==> config.mk <==
export PLATFORM = sky130hd
export DESIGN_NAME = atomic_bus_arbiter
export DESIGN_NICKNAME = d
export VERILOG_FILES = /design/src/rtl/atomic_bus_arbiter_pkg.sv /design/src/rtl/atomic_bus_arbiter_rr_picker.sv /design/src/rtl/atomic_bus_arbiter.sv
export SDC_FILE = /design/constraint.sdc
export NUM_CORES = 1
export LEC_CHECK = 0
export CORE_AREA = 5 5 128 130
export CTS_CLUSTER_SIZE = 12
export DETAILED_ROUTE_END_ITERATION = 8
export DIE_AREA = 0 0 133 135
export HOLD_SLACK_MARGIN = 0.02
export SLEW_MARGIN = 20
export SYNTH_ARGS = -nofsm -noshare
export SYNTH_HDL_FRONTEND = slang
export SYNTH_SLANG_ARGS = --single-unit
==> constraint.sdc <==
create_clock -name i_clk -period 2.44 [get_ports i_clk]
set_clock_uncertainty 0.2 [all_clocks]
set_input_delay 0.366 -clock i_clk [delete_from_list [all_inputs] [get_ports i_clk]]
set_output_delay 0.366 -clock i_clk [all_outputs]
set_load 0.02 [all_outputs]
==> src/rtl/atomic_bus_arbiter_pkg.sv <==
// Shared types and constants for the atomic bus arbiter: FSM state encoding,
// LR/SC atomic opcodes and the hart-id width helper.
package atomic_bus_arbiter_pkg;

    typedef enum logic [1:0] {
        IDLE,
        BUSY,
        RELEASE
    } arb_state_t;

    localparam logic [4:0] AMO_LR = 5'b00010;
    localparam logic [4:0] AMO_SC = 5'b00011;

    function automatic int unsigned id_width(input int unsigned n);
        return (n > 1) ? $clog2(n) : 1;
    endfunction

endpackage

==> src/rtl/atomic_bus_arbiter_rr_picker.sv <==
// Round-robin picker: first set request searching upward from last+1,
// wrapping at N. Purely combinational.
module rr_picker
    import atomic_bus_arbiter_pkg::*;
#(
    parameter int unsigned N   = 2,
    parameter int unsigned IDW = id_width(N)
) (
    input  logic [N-1:0]   req,
    input  logic [IDW-1:0] last,
    output logic [N-1:0]   grant_oh,
    output logic [IDW-1:0] grant_idx,
    output logic           valid
);

    logic [IDW-1:0] cand;

    always_comb begin
        valid     = 1'b0;
        grant_idx = '0;
        grant_oh  = '0;
        cand      = '0;
        for (int unsigned i = 1; i <= N; i++) begin
            cand = IDW'((32'(last) + i) % N);
            if (!valid && req[cand]) begin
                valid     = 1'b1;
                grant_idx = cand;
            end
        end
        grant_oh[grant_idx] = valid;
    end

endmodule

==> src/rtl/atomic_bus_arbiter.sv <==
// N_IDS-hart round-robin front end to the atomic memory controller.
// Define ARB_LR_LOCK_EN to lock the arbiter to a hart after its LR completes.
module atomic_bus_arbiter
    import atomic_bus_arbiter_pkg::*;
#(
    parameter int unsigned N_IDS       = 2,
    parameter int unsigned LOCK_CYCLES = 16,
    localparam int unsigned IDW        = id_width(N_IDS)
) (
    input  logic                 i_clk,
    input  logic                 i_rst,
    input  logic [N_IDS-1:0]     i_bus_en,
    input  logic [N_IDS-1:0]     i_wr_en,
    input  logic [32*N_IDS-1:0]  i_wr_data,
    input  logic [32*N_IDS-1:0]  i_addr,
    input  logic [4*N_IDS-1:0]   i_byte_en,
    input  logic [N_IDS-1:0]     i_atomic,
    input  logic [7*N_IDS-1:0]   i_operation,
    output logic [N_IDS-1:0]     o_ack,
    output logic [32*N_IDS-1:0]  o_rd_data,
    output logic                 o_mem_bus_en,
    output logic                 o_mem_wr_en,
    output logic [31:0]          o_mem_wr_data,
    output logic [31:0]          o_mem_addr,
    output logic [3:0]           o_mem_byte_en,
    output logic                 o_mem_atomic,
    output logic [6:0]           o_mem_operation,
    output logic [IDW-1:0]       o_mem_id,
    input  logic                 i_mem_ack,
    input  logic [31:0]          i_mem_rd_data
);

    if (N_IDS < 2 || LOCK_CYCLES == 0) begin : g_param_check
        $error("atomic_bus_arbiter: N_IDS must be >= 2 and LOCK_CYCLES > 0");
    end

    arb_state_t         state_q, state_d;
    logic [IDW-1:0]     grant_q, grant_d, rr_last_q, rr_last_d;
    logic [N_IDS-1:0]   grant_oh_q, grant_oh_d;
    logic [N_IDS-1:0]   pick_req, pick_oh;
    logic [IDW-1:0]     pick_idx;
    logic               pick_valid;
    logic               busy, done;

    logic               sel_wr_en, sel_atomic;
    logic [31:0]        sel_wr_data, sel_addr;
    logic [3:0]         sel_byte_en;
    logic [6:0]         sel_operation;

    assign busy = (state_q == BUSY);
    assign done = busy & i_mem_ack;

    always_comb begin
        sel_wr_en     = 1'b0;
        sel_wr_data   = '0;
        sel_addr      = '0;
        sel_byte_en   = '0;
        sel_atomic    = 1'b0;
        sel_operation = '0;
        for (int unsigned k = 0; k < N_IDS; k++) begin
            if (grant_q == IDW'(k)) begin
                sel_wr_en     = i_wr_en[k];
                sel_wr_data   = i_wr_data[32*k +: 32];
                sel_addr      = i_addr[32*k +: 32];
                sel_byte_en   = i_byte_en[4*k +: 4];
                sel_atomic    = i_atomic[k];
                sel_operation = i_operation[7*k +: 7];
            end
        end
    end

`ifdef ARB_LR_LOCK_EN
    localparam int unsigned CNT_W = $clog2(LOCK_CYCLES + 1);

    logic               lock_q, lock_d;
    logic [IDW-1:0]     owner_q, owner_d;
    logic [CNT_W-1:0]   cnt_q, cnt_d;
    logic [N_IDS-1:0]   owner_oh;

    assign owner_oh = N_IDS'(1) << owner_q;
    assign pick_req = lock_q ? (i_bus_en & owner_oh) : i_bus_en;

    // A fresh LR ack (re)arms the lock; otherwise it ends on the owner's next ack or timeout.
    always_comb begin
        lock_d  = lock_q;
        owner_d = owner_q;
        cnt_d   = cnt_q;
        if (done && sel_atomic && sel_operation[6:2] == AMO_LR) begin
            lock_d  = 1'b1;
            owner_d = grant_q;
            cnt_d   = CNT_W'(LOCK_CYCLES);
        end else if (lock_q) begin
            if ((done && grant_q == owner_q) || cnt_q == CNT_W'(1)) begin
                lock_d = 1'b0;
                cnt_d  = '0;
            end else begin
                cnt_d = cnt_q - 1'b1;
            end
        end
    end

    always_ff @(posedge i_clk) begin
        if (!i_rst) begin
            lock_q  <= 1'b0;
            owner_q <= '0;
            cnt_q   <= '0;
        end else begin
            lock_q  <= lock_d;
            owner_q <= owner_d;
            cnt_q   <= cnt_d;
        end
    end
`else
    assign pick_req = i_bus_en;
`endif

    rr_picker #(
        .N   (N_IDS),
        .IDW (IDW)
    ) u_picker (
        .req       (pick_req),
        .last      (rr_last_q),
        .grant_oh  (pick_oh),
        .grant_idx (pick_idx),
        .valid     (pick_valid)
    );

    always_comb begin
        state_d    = state_q;
        grant_d    = grant_q;
        grant_oh_d = grant_oh_q;
        rr_last_d  = rr_last_q;
        unique case (state_q)
            IDLE: begin
                if (pick_valid) begin
                    state_d    = BUSY;
                    grant_d    = pick_idx;
                    grant_oh_d = pick_oh;
                end
            end
            BUSY: begin
                if (i_mem_ack) begin
                    state_d   = RELEASE;
                    rr_last_d = grant_q;
                end
            end
            RELEASE: state_d = IDLE;
            default: state_d = IDLE;
        endcase
    end

    always_ff @(posedge i_clk) begin
        if (!i_rst) begin
            state_q    <= IDLE;
            grant_q    <= '0;
            grant_oh_q <= '0;
            rr_last_q  <= IDW'(N_IDS - 1);
        end else begin
            state_q    <= state_d;
            grant_q    <= grant_d;
            grant_oh_q <= grant_oh_d;
            rr_last_q  <= rr_last_d;
        end
    end

    // Request drops in the ack cycle itself so the controller cannot restart on it.
    assign o_mem_bus_en    = busy & ~i_mem_ack;
    assign o_mem_wr_en     = busy & sel_wr_en;
    assign o_mem_wr_data   = busy ? sel_wr_data : '0;
    assign o_mem_addr      = busy ? sel_addr : '0;
    assign o_mem_byte_en   = busy ? sel_byte_en : '0;
    assign o_mem_atomic    = busy & sel_atomic;
    assign o_mem_operation = busy ? sel_operation : '0;
    assign o_mem_id        = busy ? grant_q : '0;
    assign o_ack           = done ? grant_oh_q : '0;

    always_comb begin
        o_rd_data = '0;
        for (int unsigned k = 0; k < N_IDS; k++) begin
            if (done && grant_oh_q[k]) begin
                o_rd_data[32*k +: 32] = i_mem_rd_data;
            end
        end
    end

endmodule

==> results.txt, run 1 <==
----------------------------------------------------
[Power and ir drop]
  Clock network fraction of design power ... 0.195
  Peak supply drop ... 0.000172 V
  Net switching fraction of the power ... 0.352
  Static leakage ... 3.60 nW
  Switch Pwr ... between 0.4 and 0.5 mW
  Power per cell area ... 244 mW/mm²
  Power share of the sequential group ... 0.087
  Portion of total power attributed to combinational logic ... 0.718
  Internal power component ... 0.905 mW

[Clock tree]
  Later-pin clock latency in the skew report ... 0.23 ns
  Clock input transition at the sequential cells of the worst setup and hold paths ... 0.04 ns
  Number of buffers added by the clock tree synthesis step ... 3
  Hold buffer count at cts ... 0
  Maximum buffer depth of the clock tree ... 2
  H-tree level count ... 1
  Clock sink count ... 6
  TritonCTS clock tree ... built
  Cell at the root of the clock tree ... sky130_fd_sc_hd__clkbuf_16

[Global routing]
  Met3 usage ... 0.0492
  GRT met1 Usage ... 0.114
  Via count of the first global-routing pass ... 3277
  Met2 Usage GRT ... 0.238
  Total grt overflow ... 0
  Pin count of the biggest net entering global routing ... 80
  GRT Total Usage ... 0.119
  Most Used Layer, Global Route ... met2
  First-pass GRT wire length ... about 17 mm
  Number of antenna violations at the first check in global routing ... 0

[Place]
  Detailed-placement wirelength estimate ... 10.3 mm
  Inst Count DP ... 780
  Count of input and output buffers ... between 300 and 400
  Routability congestion estimate ... a little under 0.8
  Worst setup slack after placement ... -0.184 ns

[Layout]
  Ant. Diodes ... 0
  Most used cells in the layout excluding fill and tap cells ... sky130_fd_sc_hd__clkdlybuf4s50_1, sky130_fd_sc_hd__nor2_1, sky130_fd_sc_hd__dlymetal6s2s_1
  Layout cells sized above 1 ... 0.0334
  Growth of design area from synthesis to finish ... 203%
  Filler Cells Inserted ... 1572
  Total Nets Final ... 790
  Most common cell after layout, fill and taps aside ... sky130_fd_sc_hd__clkdlybuf4s50_1
  Number of non-filler instances in the completed layout ... 786
  Core utilization of the finished layout ... 0.380

[Timing]
  Final period demand of the worst path ... 2.34 ns
  Tightest slew margin relative to the limit ... 0.779
  Pins over their slew limit ... 0
  Final setup violation count ... 0
  Final Cycle Share ... 0.958
  Tightest Pin Transition ... 0.324 ns
  Total count of hold-check failures in the final report ... 0
  Final critical-path setup slack ... 0.103 ns
  Timing-limited maximum frequency ... between 400 and 500 MHz
  Unrepaired setup endpoints after global routing ... false

[Logic synthesis]
  Synthesized instance count ... 270
  Net count after synthesis ... 461
  Synthesis-stage register bit count ... 6
  Total standard cell area after synthesis ... about 0.0019 mm²
  Sequential-to-total area share from yosys stat ... 0.0636
  Count of cell types in the netlist ... 22
  Number of warnings printed during yosys synthesis ... 0
  Avg Cell Area, Syn ... 7.00 µm²

[Critical path]
  Origin of the critical flop-to-flop path ... state_q[0]
  Crit Path Max Fanout ... 33
  Minimum setup slack among reg-to-reg paths ... 0.99 ns
  FF-to-FF End ... grant_oh_q[0]
  Arrival time of data at the critical path endpoint ... 1.77 ns
  Worst-case reg-to-reg path depth ... 3
  CP Launch Type ... input port
  Required @ worst endpoint ... 1.87 ns
  Endpoint class of the critical path ... output pin
  Path type of the worst setup path ... input port to output pin

[Floorplan]
  Floorplan die width ... about 130 µm
  Area of the die ... 0.0180 mm²
  Height of the die ... 135 µm
  Ports placed on the boundary ... approximately 340
  Effective utilization at floorplan ... 0.126
  Cell Rows ... 45
  Area of the core ... 0.0150 mm²

[Min path]
  Kind of path behind the tightest hold check ... register to register
  Hold path startpoint ... grant_oh_q[1]
  Worst-case hold path end point ... grant_oh_q[1]
  Worst hold path stage count ... 2

[Detailed routing]
  Number of vias per cell ... 4.02
  Final wirelength ... 12.1 mm
  Residual DRC ... 0
  Router iterations before antenna repair ... 4
  Wire length per cell ... 15.4 µm
  DRC marker count from the first detailed-route iteration ... 71
  Total via count in the routed design ... 3156
  Post-route ant nets ... 0

[Status]
  Outcome ... complete, no violations

[Flow run]
  Total of max-cap violations ... 0

----------------------------------------------------
flip-flops by register name, indices dropped and copies added, names as in the netlist:
name / flops
grant_oh_q: 2
grant_q: 1
rr_last_q: 1
state_q: 2
layout make-up:
cell class,instances,area (µm²),area share
clock buffer,4,78.8,0.0138
multi-input combinational,238,1610,0.281
tap,188,235,0.0412
timing repair buffer,348,3660,0.641
sequential,6,124,0.0217
inverter,2,7.51,0.00131
through the flow:
step	setup TNS (ns)	total power [mW]	hold slack (ns)	area (µm²)
detailed placement	-9.66	1.15	0.260	5490
CTS	0	1.42	0.268	5490
global placement	-8.55	1.14	0.264	5490
finish	0	1.40	0.269	5720
floorplan	0	0.542	0.242	1890
global route	0	1.47	0.303	5720
Yosys cell counts:
cell	count	area [µm²]
sky130_fd_sc_hd__a32o_1	1	10.0
sky130_fd_sc_hd__buf_2	17	85.1
sky130_fd_sc_hd__dfxtp_1	6	120
sky130_fd_sc_hd__and2_1	65	407
sky130_fd_sc_hd__a21bo_2	1	10.0
sky130_fd_sc_hd__a211o_1	1	8.76
sky130_fd_sc_hd__o22ai_1	1	6.26
sky130_fd_sc_hd__nand2b_1	2	12.5
sky130_fd_sc_hd__nor3_1	1	5.00
sky130_fd_sc_hd__nand2_1	1	3.75
sky130_fd_sc_hd__nor3b_1	1	7.51
sky130_fd_sc_hd__buf_4	2	15.0
sky130_fd_sc_hd__or3b_1	1	8.76
sky130_fd_sc_hd__and4b_1	3	30.0
sky130_fd_sc_hd__buf_6	5	56.3
sky130_fd_sc_hd__inv_2	1	3.75
sky130_fd_sc_hd__mux2i_1	77	771
sky130_fd_sc_hd__a2111oi_0	1	8.76
sky130_fd_sc_hd__nand3b_1	1	7.51
sky130_fd_sc_hd__o32ai_1	1	8.76
sky130_fd_sc_hd__inv_1	1	3.75
sky130_fd_sc_hd__nor2_1	80	300
worst max path at each step:
stage | startpoint | endpoint | slack (ns) | cells after the start
5_1_grt | i_mem_ack | o_rd_data[13] | 0.01 | 5
2_1_floorplan | state_q[1] | o_mem_byte_en[1] | 0.72 | 5
3_5_place_dp | i_mem_ack | o_rd_data[11] | -0.18 | 5
3_3_place_gp | i_mem_ack | o_rd_data[11] | -0.17 | 5
6_report | i_mem_ack | o_rd_data[11] | 0.10 | 5
4_1_cts | state_q[1] | o_mem_wr_data[1] | 0.03 | 4
power by group through the flow:
stage               combinational [mW]  sequential (mW)  clock [mW]
finish                            1.00            0.122       0.273
global route                      1.06            0.123       0.287
CTS                               1.03            0.122       0.275
detailed placement                1.02            0.129           0
global placement                  1.01            0.128           0
floorplan                        0.429            0.113           0
cells by family (layout without fill, tap and decap cells):
family,Yosys count,count (layout),synth area share
AO/OA/AOI/OAI,6,6,0.0278
buffers and inverters,26,354,0.0867
flip-flops,6,6,0.0636
multiplexers,77,77,0.408
AND/OR/NAND/NOR,155,155,0.414
critical path: stages:
cell and delay, ns:
sky130_fd_sc_hd__clkdlybuf4s50_1 0.50, sky130_fd_sc_hd__and4b_1 0.25, sky130_fd_sc_hd__buf_12 0.17, sky130_fd_sc_hd__and2_1 0.13
sky130_fd_sc_hd__dlygate4sd2_1 0.35
per-layer routing:
| metal | part of all wire | wire (µm) |
|---|---|---|
| met5 | 0 | 0 |
| met3 | 0.11 | 1390 |
| met4 | 0.0085 | 102 |
| met1 | 0.34 | 4110 |
| met2 | 0.54 | 6470 |
what timing repair did:
item / CTS / global route
buffers inserted: 1 / 0
gates resized for setup: 66 / 79
gates cloned: 0 / 1
setup endpoints to repair: 110 / 68
Power figures use the tool's default switching activity.
==> inputs of run 2 (changes only) <==
CORE_AREA = 2 2 129 131   (was 5 5 128 130)
DIE_AREA = 0 0 131 133   (was 0 0 133 135)
==> run 2 against run 1 <==
  * Highest routed layer unchanged
  * Sequential share of layout area rose by 0.090 points
  * Critical endpoint is now o_mem_addr[10]
  * Die area fell by 3.0%
  * Clock power fell by 2%
  * Register-to-register slack improved by 0.07 ns
  * Non-clock buffer count rose by 3
  * Final cell count rose by 4.5%
  * Critical path type is now register to output pin
  * Largest power group unchanged
  * Setup slack got worse by 0.048 ns
==> results.txt, run 2 (synthesis gave the netlist of run 1 again) <==
----------------------------------------------------
[Status]
  Outcome ... complete, no violations (unchanged)

[Critical path]
  Minimum setup slack among reg-to-reg paths ... 1.06 ns (was 0.99 ns)
  Path type of the worst setup path ... register to output pin (was input port to output pin)
  Endpoint class of the critical path ... output pin (unchanged)
  Arrival time of data at the critical path endpoint ... 1.82 ns (was 1.77 ns)
  Crit Path Max Fanout ... 71 (was 33)
  Origin of the critical flop-to-flop path ... grant_q (was state_q[0])
  Launching element of the worst setup path ... state_q[1] (was i_mem_ack)
  Required @ worst endpoint ... 1.87 ns (about the same)
  CP Launch Type ... register (was input port)

[Power and ir drop]
  Clock network fraction of design power ... 0.193 (was 0.195)
  Power share of the sequential group ... 0.087 (about the same)
  Switch Pwr ... 0.484 mW (was 0.492 mW)
  Portion of total power attributed to combinational logic ... 0.720 (was 0.718)
  Total power after layout ... 1.39 mW (was 1.40 mW)
  Power per cell area ... 251 mW/mm² (was 244 mW/mm²)
  Peak supply drop ... 0.000252 V (was 0.000172 V)
  Internal power component ... 0.908 mW (was 0.905 mW)
  Static leakage ... 2.41 nW (was 3.60 nW)
  Net switching fraction of the power ... 0.348 (was 0.352)

[Detailed routing]
  Final wirelength ... 11.5 mm (was 12.1 mm)
  Wire length per cell ... 14.0 µm (was 15.4 µm)
  Residual DRC ... 0 (unchanged)
  DRC marker count from the first detailed-route iteration ... 61 (was 71)
  Router iterations before antenna repair ... 4 (unchanged)
  Total via count in the routed design ... 3155 (was 3156)
  Post-route ant nets ... 0 (unchanged)
  Number of vias per cell ... 3.84 (was 4.02)

[Global routing]
  Number of antenna violations at the first check in global routing ... 0 (unchanged)
  Pin count of the biggest net entering global routing ... 72 (was 80)
  Via count of the first global-routing pass ... 3221 (was 3277)
  Total grt overflow ... 0 (unchanged)
  GRT Total Usage ... 0.121 (was 0.119)
  First-pass GRT wire length ... 16.6 mm (was 17.3 mm)

[Clock tree]
  TritonCTS clock tree ... built (unchanged)
  Maximum buffer depth of the clock tree ... 2 (unchanged)
  Cell at the root of the clock tree ... sky130_fd_sc_hd__clkbuf_16 (unchanged)
  Clock sink count ... 6 (unchanged)
  H-tree level count ... 1 (unchanged)
  Later-pin clock latency in the skew report ... 0.23 ns (about the same)
  Clock input transition at the sequential cells of the worst setup and hold paths ... 0.04 ns (about the same)
  Number of buffers added by the clock tree synthesis step ... 3 (unchanged)

[Place]
  Placed Instance Area ... 0.00550 mm² (was 0.00549 mm²)
  Routability congestion estimate ... 0.798 (was 0.783)
  Detailed-placement wirelength estimate ... 9.95 mm (was 10.3 mm)
  Count of input and output buffers ... 335 (unchanged)

[Flow run]
  Total of max-cap violations ... 0 (unchanged)

[Timing]
  Worst hold slack ... 0.286 ns (was 0.269 ns)
  Tightest Pin Transition ... 0.349 ns (was 0.324 ns)
  Final Cycle Share ... 0.977 (was 0.958)
  Pins over their slew limit ... 0 (unchanged)
  Tightest slew margin relative to the limit ... 0.761 (was 0.779)
  Total count of hold-check failures in the final report ... 0 (unchanged)
  Timing-limited maximum frequency ... 419 MHz (was 428 MHz)
  Final period demand of the worst path ... 2.38 ns (was 2.34 ns)
  Final setup violation count ... 0 (unchanged)
  Unrepaired setup endpoints after global routing ... false (unchanged)

[Layout]
  Total Nets Final ... 793 (was 790)
  Growth of design area from synthesis to finish ... 193% (was 203%)
  Largest registers ranked by flip-flop count ... grant_oh_q x2, state_q x2 (unchanged)
  Most common cell after layout, fill and taps aside ... sky130_fd_sc_hd__clkdlybuf4s50_1 (unchanged)
  Layout cells sized above 1 ... 0.0782 (was 0.0334)
  Ant. Diodes ... 0 (unchanged)
  Most used cells in the layout excluding fill and tap cells ... sky130_fd_sc_hd__clkdlybuf4s50_1, sky130_fd_sc_hd__nor2_1, sky130_fd_sc_hd__mux2i_1 (was sky130_fd_sc_hd__clkdlybuf4s50_1, sky130_fd_sc_hd__nor2_1, sky130_fd_sc_hd__dlymetal6s2s_1)
  Core utilization of the finished layout ... 0.343 (was 0.380)
  Filler Cells Inserted ... 1674 (was 1572)
  Final standard cell area without fillers ... 0.00554 mm² (was 0.00572 mm²)

[Floorplan]
  Height of the die ... 133 µm (was 135 µm)
  Area of the core ... 0.0162 mm² (was 0.0150 mm²)
  Cell Rows ... 47 (was 45)
  Effective utilization at floorplan ... 0.117 (was 0.126)
  Area of the die ... 0.0174 mm² (was 0.0180 mm²)
  Floorplan die width ... 131 µm (was 133 µm)
  Ports placed on the boundary ... 336 (unchanged)

[Min path]
  Hold path startpoint ... grant_oh_q[1] (unchanged)
  Kind of path behind the tightest hold check ... register to register (unchanged)

----------------------------------------------------
-- run 2: cell types whose count changed in the layout (fill, tap and decap cells not counted), sizes merged --
cell           change
clkdlybuf4s15     +28
clkdlybuf4s50     +62
dlygate4sd2       -45
dlymetal6s2s      -65
buf               +10
clkbuf            +13
-- run 2: routing by layer --
| metal | wire length [µm] | GRT usage | vias to the layer above |
|---|---|---|---|
| met2 | 6110 | 0.245 | 205 |
| li1 | - | - | 1558 |
| met4 | 189 | 0.0296 | 0 |
| met3 | 1220 | 0.0311 | 13 |
| met5 | 0 | 0 | - |
| met1 | 3990 | 0.116 | 1379 |
-- run 2: layout make-up --
| class | instances | area (µm²) | area share |
|---|---|---|---|
| well taps | 220 | 275 | 0.0497 |
| repair buffers | 351 | 3440 | 0.621 |
| multi-input cells | 238 | 1610 | 0.291 |
| inverters | 2 | 7.51 | 0.00135 |
| flip-flops and latches | 6 | 125 | 0.0226 |
| clock buffers | 4 | 78.8 | 0.0142 |
-- run 2: worst max-delay path: stages (launching register included) --
cell and delay (ns):
sky130_fd_sc_hd__dfxtp_1 0.35, sky130_fd_sc_hd__nand2b_2 0.23, sky130_fd_sc_hd__buf_12 0.20, sky130_fd_sc_hd__nor2_1 0.15, sky130_fd_sc_hd__clkdlybuf4s50_1 0.62
-- run 2: path summary, 6_finish.rpt --
path	to	cells after the start
worst max-delay path	o_mem_addr[10]	4
worst min-delay path	grant_oh_q[1]	2
worst max register to register	rr_last_q	3
worst min register to register	grant_oh_q[1]	2
-- run 2: stage by stage --
step,TNS [ns],instances,setup WS (ns)
floorplan,0,270,0.719
global placement,-12.68,816,-0.254
detailed placement,-14.09,816,-0.271
CTS,0,821,0.00382
global route,0,821,0.000689
finish,0,821,0.0553
-- run 2: repair_timing --
action | 4_1_cts | 5_1_grt
setup buffers | 1 | 0
hold buffers | 0 | 0
resized for setup | 66 | 72
setup endpoints to repair | 101 | 69
-- run 2: power groups by stage --
stage          Clock (mW)  Combinational, mW  Sequential [mW]
2_1_floorplan           0              0.429            0.113
3_3_place_gp            0               1.01            0.128
3_5_place_dp            0               1.02            0.128
6_report            0.268               1.00            0.121
4_1_cts             0.272               1.02            0.121
5_1_grt             0.280               1.07            0.124
